$ cat src/rtl/bcd_pkg.sv
// Shared types and constants for the sequential binary-to-BCD converter.
package bcd_pkg;

  typedef enum logic [1:0] {
    IDLE,
    SHIFT,
    DONE
  } state_t;

  localparam logic [3:0] BCD_BLANK = 4'hF;
  localparam logic [3:0] BCD_NINE  = 4'h9;

  // Largest value representable in `digits` decimal digits.
  function automatic logic [31:0] max_decimal(input int digits);
    logic [31:0] m;
    m = 32'd1;
    for (int i = 0; i < digits; i++) m = m * 32'd10;
    return m - 32'd1;
  endfunction

endpackage

$ cat src/rtl/bcd_digit_adj.sv
// Double-dabble digit cell: add 3 when the digit is 5 or more.
module bcd_digit_adj (
  input  logic [3:0] din,
  output logic [3:0] dout
);

  assign dout = (din >= 4'd5) ? din + 4'd3 : din;

endmodule

$ cat src/rtl/bin_to_bcd_seq.sv
// Sequential shift-and-add-3 binary-to-BCD converter, one bit per clock.
// Optional BIN_TO_BCD_BLANK_EN replaces leading zero digits with the blank code.
module bin_to_bcd_seq
  import bcd_pkg::*;
#(
  parameter int BIN_WIDTH = 14,
  parameter int DIGITS    = 4
) (
  input  logic                  clk,
  input  logic                  reset_n,
  input  logic                  start,
  input  logic [BIN_WIDTH-1:0]  bin,
  output logic                  busy,
  output logic                  done,
  output logic [4*DIGITS-1:0]   bcd,
  output logic                  overflow
);

  localparam int AW = 4 * DIGITS;
  localparam int CW = $clog2(BIN_WIDTH + 1);
  localparam logic [31:0] MAXV = max_decimal(DIGITS);

  state_t               state, state_nx;
  logic [BIN_WIDTH-1:0] sreg;
  logic [AW-1:0]        acc, adj, acc_sh, result;
  logic [CW-1:0]        cnt;
  logic [31:0]          bin_ext;
  logic                 ovf_pend, spill, last, accept;

  for (genvar g = 0; g < DIGITS; g++) begin : g_adj
    bcd_digit_adj u_adj (
      .din  (acc[4*g +: 4]),
      .dout (adj[4*g +: 4])
    );
  end

  // The bit leaving the accumulator top can only be set when the input was
  // already out of range, so folding it into ovf_pend changes nothing.
  assign {spill, acc_sh} = {adj, sreg[BIN_WIDTH-1]};
  assign last   = (cnt == CW'(BIN_WIDTH - 1));
  assign accept = start && (state == IDLE || state == DONE);
  assign busy   = (state == SHIFT);
  assign done   = (state == DONE);

  always_comb begin
    bin_ext = '0;
    bin_ext[BIN_WIDTH-1:0] = bin;
  end

  always_comb begin
    state_nx = state;
    case (state)
      IDLE:    if (start) state_nx = SHIFT;
      SHIFT:   if (last) state_nx = DONE;
      DONE:    state_nx = start ? SHIFT : IDLE;
      default: state_nx = IDLE;
    endcase
  end

  always_comb begin
`ifdef BIN_TO_BCD_BLANK_EN
    logic seen;
    seen = 1'b0;
`endif
    result = acc_sh;
`ifdef BIN_TO_BCD_BLANK_EN
    for (int i = DIGITS - 1; i >= 1; i--) begin
      if (!seen && acc_sh[4*i +: 4] == 4'd0) result[4*i +: 4] = BCD_BLANK;
      else seen = 1'b1;
    end
`endif
    if (ovf_pend) result = {DIGITS{BCD_NINE}};
  end

  always_ff @(posedge clk or negedge reset_n) begin
    if (!reset_n) state <= IDLE;
    else          state <= state_nx;
  end

  always_ff @(posedge clk or negedge reset_n) begin
    if (!reset_n) begin
      sreg     <= '0;
      acc      <= '0;
      cnt      <= '0;
      ovf_pend <= 1'b0;
      bcd      <= '0;
      overflow <= 1'b0;
    end else if (accept) begin
      sreg     <= bin;
      acc      <= '0;
      cnt      <= '0;
      ovf_pend <= (bin_ext > MAXV);
    end else if (state == SHIFT) begin
      sreg     <= sreg << 1;
      acc      <= acc_sh;
      cnt      <= cnt + CW'(1);
      ovf_pend <= ovf_pend | spill;
      if (last) begin
        bcd      <= result;
        overflow <= ovf_pend;
      end
    end
  end

endmodule

$ cat config.mk
export PLATFORM = sky130hd
export DESIGN_NAME = bin_to_bcd_seq
export DESIGN_NICKNAME = d
export VERILOG_FILES = /design/src/rtl/bcd_pkg.sv /design/src/rtl/bcd_digit_adj.sv /design/src/rtl/bin_to_bcd_seq.sv
export SDC_FILE = /design/constraint.sdc
export NUM_CORES = 1
export LEC_CHECK = 0
export BUFFER_PORTS_ARGS = -buffer_cell sky130_fd_sc_hd__buf_2
export CAP_MARGIN = 20
export CORE_MARGIN = 8
export CORE_UTILIZATION = 60
export CTS_CLUSTER_SIZE = 12
export DETAILED_ROUTE_END_ITERATION = 8
export GPL_TIMING_DRIVEN = 0
export PLACE_DENSITY_LB_ADDON = 0.05
export SETUP_SLACK_MARGIN = 0.5
export SYNTH_ARGS = -nofsm -noshare
export SYNTH_HDL_FRONTEND = slang
export SYNTH_SLANG_ARGS = --single-unit
$ cat constraint.sdc
create_clock -name clk -period 4.27 [get_ports clk]
set_input_delay 1.281 -clock clk [delete_from_list [all_inputs] [get_ports clk]]
set_output_delay 1.281 -clock clk [all_outputs]
set_load 0.01 [all_outputs]
== After elaboration in Yosys (flattened, before gate mapping) ==
Cells that the tools add are included.

* Eq/ne operators: 5
* Bitwise gates (word level): 2
* Divide/modulo/power cells: 0
* Shift-type cells: 0
* Add/subtract/negate cells: 5
* Mux-type cells: 17
* Magnitude comparators: 5
* Multiply operators: 0
* Reduce and logical (&&, ||, !) cells: 6

{| class="wikitable"
|+ Operators by type and width
! kind !! number
|-
| 16-bit two-way mux || 3
|-
| 14-bit two-way mux || 2
|-
| 4-bit two-way mux || 6
|-
| 4-bit by 2-bit adder with 4-bit output, second input constant || 4
|-
| 4-bit by 3-bit >= comparator with 1-bit output, second input constant || 4
|-
| 14-bit greater-than comparator, second input constant || 1
|-
| 2-bit one-hot mux with 3 select lines || 1
|-
| 4-bit by 1-bit adder with 4-bit output, second input constant || 1
|-
| 4-bit equality test, second input constant || 1
|-
| 2-bit two-way mux || 2
|-
| 1-bit two-way mux || 3
|-
| 3-bit AND reduction || 1
|-
| 2-bit by 1-bit equality test with 1-bit output, second input constant || 1
|-
| 2-bit equality test, second input constant || 1
|-
| 2-bit zero test || 1
|-
| 2-bit by 1-bit inequality test with 1-bit output, second input constant || 1
|-
| 2-bit inequality test, second input constant || 1
|-
| 2-bit AND reduction || 1
|-
| 2-bit nonzero test || 1
|-
| 1-bit logical AND || 1
|-
| 1-bit logical OR || 1
|-
| 1-bit inverter || 1
|-
| 1-bit OR || 1
|}

* Bits in registers: 54
* Memory bits (writable): 0
* ROM bits: 0
* Word-level logic and storage cells: 47
* Bits of input ports: 17
* Bits in latches: 0
* Memories kept: 0

== Depth between registers and ports, before layout ==
Gate-level depths: netlist (run 1).

* Depth in word-level cells: 5
* Gate-level depth with buffers: 8
* Gate-level depth less buffers: 7

== Cells and area by module ==
Synthesis (run 1) repeated with hierarchy kept, for this count alone.

* Cells, all modules: 278
* Area, all modules: 2711.4 µm²

{| class="wikitable"
|+ By module, submodules not included
! module !! instances !! area each (µm²) !! cells each !! seq. area each (µm²)
|-
| bin_to_bcd_seq || 1 || 2306.0 || 214 || 1351.3
|-
| bcd_digit_adj || 4 || 101.3 || 16 || 0.0
|}

== Worst setup path before layout (run 1) ==
OpenSTA, ideal clock, no wires.

* Kind: register -> output
* Start point: register state[1]
* End point: output port busy
* Arrival time: 0.978 ns
* Path slack: 2.011 ns
* Required time: 2.989 ns
* Buffers on the path: 2
* Cell stages (with the launch flop): 5
* Path through: dfrtp_1 nand2b_2 inv_2 buf_4 buf_2

* Word-level cells in the longest chain between the ends: 1

{| class="wikitable"
|+ RTL lines
! item !! line !! text
|-
| start: declaration || bin_to_bcd_seq.sv:23 || <nowiki>state_t state, state_nx;</nowiki>
|-
| start signal: assignment || bin_to_bcd_seq.sv:77 || <nowiki>else state <= state_nx;</nowiki>
|-
| 2-bit by 1-bit equality test with 1-bit output || bin_to_bcd_seq.sv:42 || <nowiki>assign busy = (state == SHIFT);</nowiki>
|-
| end: declaration || bin_to_bcd_seq.sv:13 || <nowiki>output logic busy,</nowiki>
|}

Every way passes these cells.

== Worst setup path in the final report (run 1) ==
Ends and elaborated chain as after synthesis.

==> metrics.md, run 1 <==
| Metric | Value |
|---|---|
| Yosys top cell area share | `a little over half` |
| Post-DR vias/cell | `5.89` |
| Routed vias | `about 2000` |
| RSZ-0062 raised after global routing | `false` |
| Ant. Diodes | `0` |
| Antenna viol nets, final | `0` |
| Final Wtd Congestion | `0.800` |
| Seq/Total Area, Yosys | `between 50% and 60%` |
| Clock Latency Late Sink | `0.31 ns` |
| Synth area leader | `dfrtp_1` |
| CP Launch Point | `state[1]` |
| Clock-pin transition on the worst setup and hold timing paths | `0.09 ns` |
| Period minus WS final | `2.91 ns` |
| NumNets Final | `307` |
| Worst flop-to-flop path startpoint | `acc[4]` |
| Post-place instance area | `approximately 0.0028 mm^2` |
| Post-synth net total | `264` |
| Rel. slew slack | `59.7%` |
| FF-to-FF End | `acc[6]` |
| 1st-iter DRT viols | `125` |
| Total global routing overflow | `0` |
| H-tree levels | `2` |
| Post-CTS Hold Fix Bufs | `0` |
| Core Region | `roughly 0.0040 mm^2` |
| Clock sink count | `54` |
| Max IR drop VDD | `~0.00047 V` |
| Cell Pwr Density | `810 mW/mm^2` |
| Internal Dissipation | `0.00138 W` |
| Seq pwr share | `40.6%` |
| Count of cell types in the netlist | `34` |
| Logic pwr share | `45.0%` |
| P_leak | `1.41 nW` |
| # Post-CTS Setup Buffers | `0` |
| YS warnings | `0` |
| Total Die Area | `around 0.0065 mm^2` |
| Layout Cells excl Fill | `331` |
| Die X | `80.5 um` |
| CP Max Fanout | `10` |
| F_max | `~340 MHz` |
| Hold Crit Start | `sreg[5]` |
| Post-synth design cell area | `0.00250 mm^2` |
| Final period utilization | `68.0%` |
| Root cell of the clock tree | `clkbuf_8` |
| Nature of the critical path endpoint | `output pin` |
| Worst path required time | `2.99 ns` |
| R2R depth | `6` |
| CP Capture Point | `busy` |
| Final Instance Area | `0.00286 mm^2` |
| Worst clock skew | `between 0.006 and 0.007 ns` |
| Hold crit path type | `flip-flop to flip-flop` |
| WP data arrival | `between 1.5 and 2 ns` |
| Outcome | `complete, no violations` |
| Initial antenna violation count | `0` |
| Area added between synthesis and finish | `14.6%` |
| Synth area leaders | `dfrtp_1 54%, a22o_1 6.0%, nand2_1 5.3%` |
| IO Port Bufs | `35` |
| Count of cells resized by post-cts repair | `0` |
| Final core utilization | `71.6%` |
| Main synth FF type | `dfrtp_1` |
| Synth Instances | `237` |
| First-pass GRT wire length | `9.35 mm` |
| CTS tree | `built` |
| Chip Height | `approximately 81 um` |
| Final hold violations | `0` |
| Vias in the first global route | `1925` |
| WL/cell | `17.0 um` |
| Total GRT Usage | `18.6%` |
| Site Rows | `23` |
| Layout cells sized above 1 | `approximately 20%` |
| Drt drc | `0` |
| Clock power share | `between 10 and 15%` |
| Worst Setup Path Type | `flip-flop to output pin` |
| # setup viols final | `0` |
| Buffer depth of the longest clock path | `2` |
| DP HPWL | `between 4 and 5 mm` |
| Syn avg cell area | `10.5 um^2` |
| Initial core utilization | `62.5%` |
| EDFF count, synth | `0` |
| Synth Register Bits | `54` |
| Final Max Slew Viols | `0` |
| Asr flop ratio synth | `100%` |
| FF-to-FF setup slack | `2.63 ns` |
| Routed wire length | `around 5.6 mm` |
| Final WS setup | `1.36 ns` |
| # IOs | `36` |
| Worst setup SP type | `flip-flop` |
| Switching power | `just over 0.0009 W` |
| Max-cap viol count | `0` |
| Pre-CTS WS | `1.70 ns` |
| Least-Margin Pin Slew | `0.604 ns` |
| CTS buffer count | `5` |
| Inst Count DP | `323` |
| Setup TNS Final | `0 ns` |
| Largest net degree at the start of global routing | `30` |
| Switching share of power | `40.3%` |
| DR pass1 iterations | `4` |
Yosys cell counts (all sizes together), types with 2 or more instances:
master	count
a2111oi	3
a21oi	12
a22o	17
a22oi	12
a32o	4
buf	9
clkbuf	2
dfrtp	54
ha	10
inv	11
mux2i	4
nand2	36
nand2b	6
nor2	18
nor2b	2
nor3b	6
o21ai	8
o22ai	5
o31ai	5
xnor2	4
xor2	2
layout by cell type (no fill, tap or decap), types with 2 or more instances in the layout:
master	n
o21ai_0	8
o31ai_1	5
nand2b_1	5
nand2_1	35
a22o_1	17
xor2_1	2
nor2_1	17
buf_4	2
a32o_1	4
inv_1	10
clkbuf_1	4
a21oi_1	11
dfrtp_1	54
xnor2_1	4
nor2b_1	2
a2111oi_0	3
nor3b_1	6
mux2i_1	4
ha_1	10
buf_2	42
a22oi_1	12
o22ai_1	5
clkbuf_8	5
routing by layer:
layer	vias to the layer above	track usage (%)	part of all wire, %
met5	-	0	0
met4	0	7.45	1.8
met3	8	4.46	6.5
met2	59	29.4	48
met1	948	23.9	43
li1	935	-	-
power by group through the flow:
stage	clock network, W	logic [W]	registers [W]
2_1_floorplan	0	0.000723	0.000938
5_1_grt	0.000359	0.00118	0.000972
3_3_place_gp	0	0.00100	0.000938
3_5_place_dp	0	0.00104	0.000948
6_report	0.000334	0.00104	0.000941
4_1_cts	0.000337	0.00105	0.000939
worst min path at each step:
stage | end | slack, ns | depth (start not counted)
after CTS | sreg[7] | 0.49 | 2
after global placement | bcd[0] | 0.45 | 2
final | sreg[5] | 0.48 | 2
after floorplan | sreg[12] | 0.45 | 2
after global routing | sreg[7] | 0.50 | 2
after detailed placement | sreg[7] | 0.46 | 2
sequential cells by signal, indices dropped and copies added, names as in the netlist:
| register | flops |
|---|---|
| acc | 16 |
| cnt | 4 |
| overflow | 1 |
| sreg | 14 |
| ovf_pend | 1 |
| bcd | 16 |
| state | 2 |
metrics by stage:
step                      hold slack (ns)  total power, W
after floorplan                     0.446         0.00166
after global placement              0.448         0.00194
after detailed placement            0.464         0.00199
after CTS                           0.486         0.00233
after global routing                0.499         0.00251
final                               0.483         0.00232
layout make-up:
cell class | count | area, um^2
Timing Repair Buffer | 36 | 195
Fill cell | 304 | 1140
Buffer | 11 | 57.6
Inverter | 11 | 41.3
Sequential cell | 54 | 1350
Clock inverter | 1 | 30.0
Clock buffer | 7 | 76.3
Tap cell | 50 | 62.6
Multi-Input combinational cell | 161 | 1050
critical path, stage by stage, from the launching register on:
cell,delay (ns)
dfrtp_1,0.38
nand2b_2,0.21
inv_2,0.11
buf_4,0.19
buf_2,0.25
buf_2,0.17
cell families after synthesis:
logic type | share of synthesized area, %
xor gates and xnor gates | 2.10
muxes | 1.60
and+or+nand+nor | 13.2
adders and majority gates | 5.01
buffers and inverters | 3.96
AOI/OAI and AO/OA | 20.1
DFF | 54.1
Power figures use the tool's default switching activity.
==> run 2, diff against run 1 <==
Settings changed: ABC_AREA set to 1, CORE_UTILIZATION 60 to 51.
Clock period 4.27 ns to 2.45 ns, I/O delays scaled along.
==> metrics.md, run 2 <==
| Metric | Value |
|---|---|
| Outcome | `complete, no violations` |
| DR pass1 iterations | `4 (unchanged)` |
| DP HPWL | `4.12 mm (+2.3%)` |
| Worst Setup Path Type | `flip-flop to output pin` |
| Nature of the critical path endpoint | `output pin` |
| Drt drc | `0 (unchanged)` |
| YS warnings | `0 (unchanged)` |
| FF-to-FF End | `bcd[6]` |
| Ant. Diodes | `0 (unchanged)` |
| Total Die Area | `0.00770 mm^2 (+19%)` |
| Setup TNS Final | `0 ns (unchanged)` |
| Filler instances | `473 (+56%)` |
| H-tree levels | `2 (unchanged)` |
| Max-cap viol count | `0 (unchanged)` |
| Routed wire length | `5.55 mm (-1.1%)` |
| Final Wtd Congestion | `0.859 (+7.4%)` |
| R2R depth | `7 (+1)` |
| Final hold violations | `0 (unchanged)` |
| EDFF count, synth | `0 (unchanged)` |
| Commonest non-fill, non-tap cell in the layout | `nand2_1` |
| Final Max Slew Viols | `0 (unchanged)` |
| Hold crit path type | `input pin to async pin` |
| Vias in the first global route | `2125 (+10%)` |
| Total GRT Usage | `15.7% (-2.9 points)` |
| Yosys top cell area share | `51.5% (-2.6 points)` |
| # setup viols final | `0 (unchanged)` |
| WL/cell | `12.9 um (-24%)` |
| Cell Pwr Density | `1260 mW/mm^2 (+55%)` |
| CTS buffer count | `5 (unchanged)` |
| Max IR drop VDD | `0.000638 V (+37%)` |
| NumNets Final | `390 (+27%)` |
| Total global routing overflow | `0 (unchanged)` |
| Root cell of the clock tree | `clkbuf_8` |
| F_max | `529 MHz` |
| Synth area leaders | `dfrtp_1 51%, nand2_1 12%, inv_1 7.3%` |
| # IOs | `36 (unchanged)` |
| Syn avg cell area | `8.31 um^2 (-21%)` |
| Routed vias | `2160 (+11%)` |
| CP Max Fanout | `7 (-3)` |
| Site Rows | `26 (+13%)` |
| Most frequent cell after synthesis | `nand2_1` |
| Synth Instances | `316 (+33%)` |
| FF-to-FF setup slack | `0.83 ns (-1.80 ns)` |
| Largest net degree at the start of global routing | `30 (unchanged)` |
| P_leak | `1.59 nW (+12%)` |
| Die X | `87.8 um (+9.0%)` |
| Most instantiated cells after synthesis | `83 x nand2_1, 54 x dfrtp_1, 51 x inv_1, 27 x nand3_1, 24 x o21ai_0` |
| Post-synth net total | `343 (+30%)` |
| Chip Height | `87.8 um (+9.0%)` |
| WP data arrival | `1.16 ns (-0.46 ns)` |
| Worst clock skew | `0.00979 ns (+0.00352 ns)` |
| Initial core utilization | `52.1% (-10 points)` |
| Synth Register Bits | `54 (unchanged)` |
| Largest regs | `acc x16, bcd x16, sreg x14` |
| Asr flop ratio synth | `100% (unchanged)` |
| Main synth FF type | `dfrtp_1` |
| Post-synth design cell area | `0.00263 mm^2 (+5.1%)` |
| Clock-pin transition on the worst setup and hold timing paths | `0.09 ns (about the same)` |
| Worst path required time | `1.71 ns (-1.28 ns)` |
| Most frequent cells in the layout | `83 x nand2_1, 54 x dfrtp_1, 49 x inv_1, 38 x buf_2, 27 x nand3_1` |
| Clock Latency Late Sink | `0.30 ns (about the same)` |
| Area added between synthesis and finish | `15.8%` |
| Final period utilization | `77.2%` |
| Rel. slew slack | `59.9% (+0.19 points)` |
| CP Launch Point | `state[0]` |
| Post-DR vias/cell | `5.00 (-15%)` |
| Initial antenna violation count | `0 (unchanged)` |
| Clock sink count | `54 (unchanged)` |
| Least-Margin Pin Slew | `0.601 ns (-0.00280 ns)` |
| CTS tree | `built` |
| RSZ-0062 raised after global routing | `false` |
| 1st-iter DRT viols | `105 (-16%)` |
| Final core utilization | `60.3% (-11 points)` |
| Worst setup SP type | `flip-flop` |
| IO Port Bufs | `35 (unchanged)` |
| First-pass GRT wire length | `9.50 mm (+1.6%)` |
| Buffer depth of the longest clock path | `2 (unchanged)` |
| Antenna viol nets, final | `0 (unchanged)` |
| Count of cell types in the netlist | `22 (-35%)` |
| Worst flop-to-flop path startpoint | `cnt[1]` |
| Layout cells sized above 1 | `17.1% (-2.8 points)` |
| Seq/Total Area, Yosys | `51.5% (-2.6 points)` |
| Core Region | `0.00504 mm^2 (+26%)` |
| Synth area leader | `dfrtp_1` |
| Period minus WS final | `1.89 ns` |
| Post-CTS Hold Fix Bufs | `0 (unchanged)` |
==> run 2: changes by cell type in the layout (fill, tap and decap cells not counted), moves of 6 or more <==
cell,delta
nand2_1,+48
a22oi_1,-12
or2_2,+6
inv_1,+39
o21ai_0,+16
nand3_1,+26
nor3b_1,-6
o221ai_1,+11
a22o_1,-17
==> run 2: report_power, final <==
part	switching (W)	total, W	internal, W	leakage [nW]
registers	0.000201	0.00148	0.00128	0.648
logic	0.00115	0.00186	0.000706	0.896
clock network	0.000270	0.000489	0.000219	0.0431
==> run 2: worst max path at each step <==
stage	slack, ns	to
CTS	0.53	busy
detailed placement	0.46	busy
floorplan	0.86	busy
finish	0.56	busy
global route	0.50	busy
global placement	0.44	busy
==> run 2: layout make-up <==
| class | instances | area, um^2 | share of cell area [%] |
|---|---|---|---|
| timing repair buffer | 40 | 225 | 7.40 |
| tap | 70 | 87.6 | 2.88 |
| clock buffer | 6 | 82.6 | 2.71 |
| buffer | 9 | 60.1 | 1.97 |
| multi-input combinational | 202 | 1040 | 34.1 |
| sequential | 54 | 1350 | 44.4 |
| inverter | 51 | 196 | 6.46 |
==> run 2: metrics by stage <==
| stage | setup slack [ns] | instance area, um^2 | hold WS [ns] | cells | total power (W) |
|---|---|---|---|---|---|
| floorplan | 0.864 | 2630 | 0.439 | 316 | 0.00277 |
| global placement | 0.435 | 2890 | 0.457 | 421 | 0.00323 |
| detailed placement | 0.458 | 2910 | 0.461 | 422 | 0.00328 |
| CTS | 0.529 | 3030 | 0.446 | 430 | 0.00384 |
| global route | 0.502 | 3040 | 0.470 | 432 | 0.00421 |
| finish | 0.558 | 3040 | 0.434 | 432 | 0.00383 |
==> run 2: what timing repair did <==
action	in CTS	in global routing
gates resized for setup	8	0
hold endpoints to repair	0	0
endpoints found under the setup margin	1	1
buffers inserted	2	2
==> run 2: worst max-delay path: stages, from the launching register on <==
cell and delay [ns]:
dfrtp_1 0.42, nand2_4 0.15, inv_6 0.05, buf_8 0.11, buf_2 0.13
==> run 2: routing by layer <==
| layer | GRT usage [%] | wire (um) |
|---|---|---|
| met2 | 25.0 | 2570 |
| met1 | 20.1 | 2650 |
| met3 | 3.66 | 244 |
| met5 | 0 | 0 |
| met4 | 5.47 | 95 |
==> run 2: cells by family (layout without fill, tap and decap cells) <==
logic type	after synthesis	after routing	synth area share, %
flops	54	54	51.5
xor+xnor	1	1	0.334
simple gates	140	140	22.5
buf+inv	60	106	9.19
compound gates	51	51	11.8
fa+ha+maj	10	10	4.76
==> run 3, diff against run 2 <==
Settings changed: CORE_UTILIZATION 51 to 57.
Clock period 2.45 ns to 1.87 ns, I/O delays scaled along.
==> metrics.md, run 3 (synthesis gave the netlist of run 2 again) <==
| Metric | Value |
|---|---|
| Outcome | `complete, no violations` |
| 1st-iter DRT viols | `209 (+99%)` |
| Rel. slew slack | `55.1% (-4.9 points)` |
| Total global routing overflow | `0 (unchanged)` |
| Worst Setup Path Type | `flip-flop to output pin` |
| Clock Latency Late Sink | `0.31 ns (about the same)` |
| IO Port Bufs | `35 (unchanged)` |
| # IOs | `36 (unchanged)` |
| Routed wire length | `8.12 mm (+46%)` |
| Ant. Diodes | `0 (unchanged)` |
| Inst Count DP | `404 (-4.3%)` |
| Internal Dissipation | `0.00365 W (+66%)` |
| Nature of the critical path endpoint | `output pin` |
| Worst path required time | `1.31 ns (-0.40 ns)` |
| Worst setup SP type | `flip-flop` |
| Max IR drop VDD | `0.000910 V (+43%)` |
| Setup TNS Final | `0 ns (unchanged)` |
| Buffer depth of the longest clock path | `2 (unchanged)` |
| Final Wtd Congestion | `0.824 (-4.1%)` |
| Switching power | `0.00291 W (+79%)` |
| CP Max Fanout | `3 (-4)` |
| Antenna viol nets, final | `0 (unchanged)` |
| Clock-pin transition on the worst setup and hold timing paths | `0.09 ns (about the same)` |
| Total Die Area | `0.00704 mm^2 (-8.6%)` |
| Area added between synthesis and finish | `39.7%` |
| Initial core utilization | `59.9% (+7.8 points)` |
| Worst clock skew | `0.00386 ns (-0.00592 ns)` |
| Final period utilization | `90.5%` |
| RSZ-0062 raised after global routing | `true` |
| DP HPWL | `4.18 mm (+1.5%)` |
| Largest net degree at the start of global routing | `29 (-3.3%)` |
| Final Max Slew Viols | `0 (unchanged)` |
| Clock sink count | `54 (unchanged)` |
| Root cell of the clock tree | `clkbuf_8` |
| Layout cells sized above 1 | `38.9% (+22 points)` |
| Layout Cells excl Fill | `450 (+4.2%)` |
| Vias in the first global route | `2320 (+9.2%)` |
| # setup viols final | `0 (unchanged)` |
| CTS buffer count | `5 (unchanged)` |
| Largest regs | `acc x16, bcd x16, sreg x14` |
| Max-cap viol count | `0 (unchanged)` |
| NumNets Final | `424 (+8.7%)` |
| Logic pwr share | `59.0% (+10 points)` |
| Total GRT Usage | `18.9% (+3.2 points)` |
| WP data arrival | `1.13 ns (-0.03 ns)` |
| Site Rows | `24 (-7.7%)` |
| Commonest non-fill, non-tap cell in the layout | `nand2_1` |
| Least-Margin Pin Slew | `0.674 ns (+0.0730 ns)` |
| Period minus WS final | `1.69 ns` |
| WL/cell | `18.0 um (+40%)` |
| Most frequent cells in the layout | `70 x nand2_1, 54 x dfrtp_1, 35 x inv_1, 32 x buf_2, 29 x buf_4` |
| DR pass1 iterations | `5 (+1)` |
| Post-DR vias/cell | `5.67 (+13%)` |
| Core Region | `0.00438 mm^2 (-13%)` |
| H-tree levels | `2 (unchanged)` |
| First-pass GRT wire length | `10.8 mm (+14%)` |
| Hold Slack | `0.271 ns (-0.163 ns)` |
| FF-to-FF setup slack | `0.23 ns (-0.60 ns)` |
| Drt drc | `0 (unchanged)` |
| Hold crit path type | `input pin to async pin` |
| F_max | `591 MHz` |
| Initial antenna violation count | `0 (unchanged)` |
| Routed vias | `2551 (+18%)` |
| CTS tree | `built` |
| Post-CTS Hold Fix Bufs | `0 (unchanged)` |
| P_leak | `1.85 nW (+17%)` |
| Final hold violations | `0 (unchanged)` |
| Die X | `83.9 um (-4.4%)` |
| Clock power share | `10.4% (-2.4 points)` |
| Chip Height | `83.9 um (-4.4%)` |
| Seq pwr share | `30.6% (-8.0 points)` |
| Cell Pwr Density | `1790 mW/mm^2 (+42%)` |
| Switching share of power | `44.4% (+1.9 points)` |
-- run 3: cell count changes in the layout (fill, tap and decap cells not counted), sizes merged --
cell,previous run,this run
buf,48,79
clkbuf,7,11
clkinvlp,0,1
inv,51,50
clkinv,0,1
-- run 3: per-stage QoR --
stage | setup slack, ns | instance area (um^2) | total power [W] | util (%)
6_report | 0.178 | 3670 | 0.00656 | 83.7
4_1_cts | 0.197 | 3240 | 0.00539 | 73.9
3_3_place_gp | 0.193 | 2870 | 0.00423 | 65.6
3_5_place_dp | 0.201 | 2890 | 0.00433 | 66.0
2_1_floorplan | 0.504 | 2630 | 0.00365 | -
5_1_grt | 0.153 | 3670 | 0.00701 | 83.7
-- run 3: power by group through the flow --
stage	sequential, W	clock, W	combinational, W
after CTS	0.00194	0.000688	0.00277
after global routing	0.00205	0.000726	0.00423
after floorplan	0.00197	0	0.00167
final	0.00201	0.000683	0.00387
after detailed placement	0.00197	0	0.00236
after global placement	0.00194	0	0.00228
-- run 3: per-layer routing --
metal  part of all wire [%]  track usage, %  routed length, um  vias up
met5                      0               0                  0        -
li1                       -               -                  -     1180
met2                     51            31.6               4180      124
met1                     38            22.4               3090     1212
met4                    4.3            7.22                347        0
met3                    6.2            5.08                501       35
-- run 3: worst max-delay path, cell delays in order (launching register included) --
cell     delay, ns
dfrtp_1       0.44
nand2_4       0.12
inv_6         0.04
buf_8         0.11
buf_6         0.11
-- run 3: layout make-up --
type                    count  area [um^2]
clock inverters             1         5.00
plain buffers               9          103
repair buffers             74          584
clock buffers               7         86.3
multi-input cells         202         1270
well taps                  52         65.1
flip-flops and latches     54         1350
inverters                  51          200
fillers                   256          714
-- run 3: worst paths after layout --
check	cells past startpoint	start	end
max in group asynchronous	2	reset_n	bcd[11]
max	4	state[0]	busy
min	1	reset_n	sreg[9]
max reg2reg	8	acc[0]	acc[4]
min in group clk	3	bin[3]	sreg[3]
min reg2reg	2	bcd[2]	bcd[2]
-- run 3: repair_timing --
action	CTS	global route
pin swaps	6	12
setup buffers	20	14
endpoints found under the setup margin	56	69
gates resized for setup	31	79
cloned	0	4
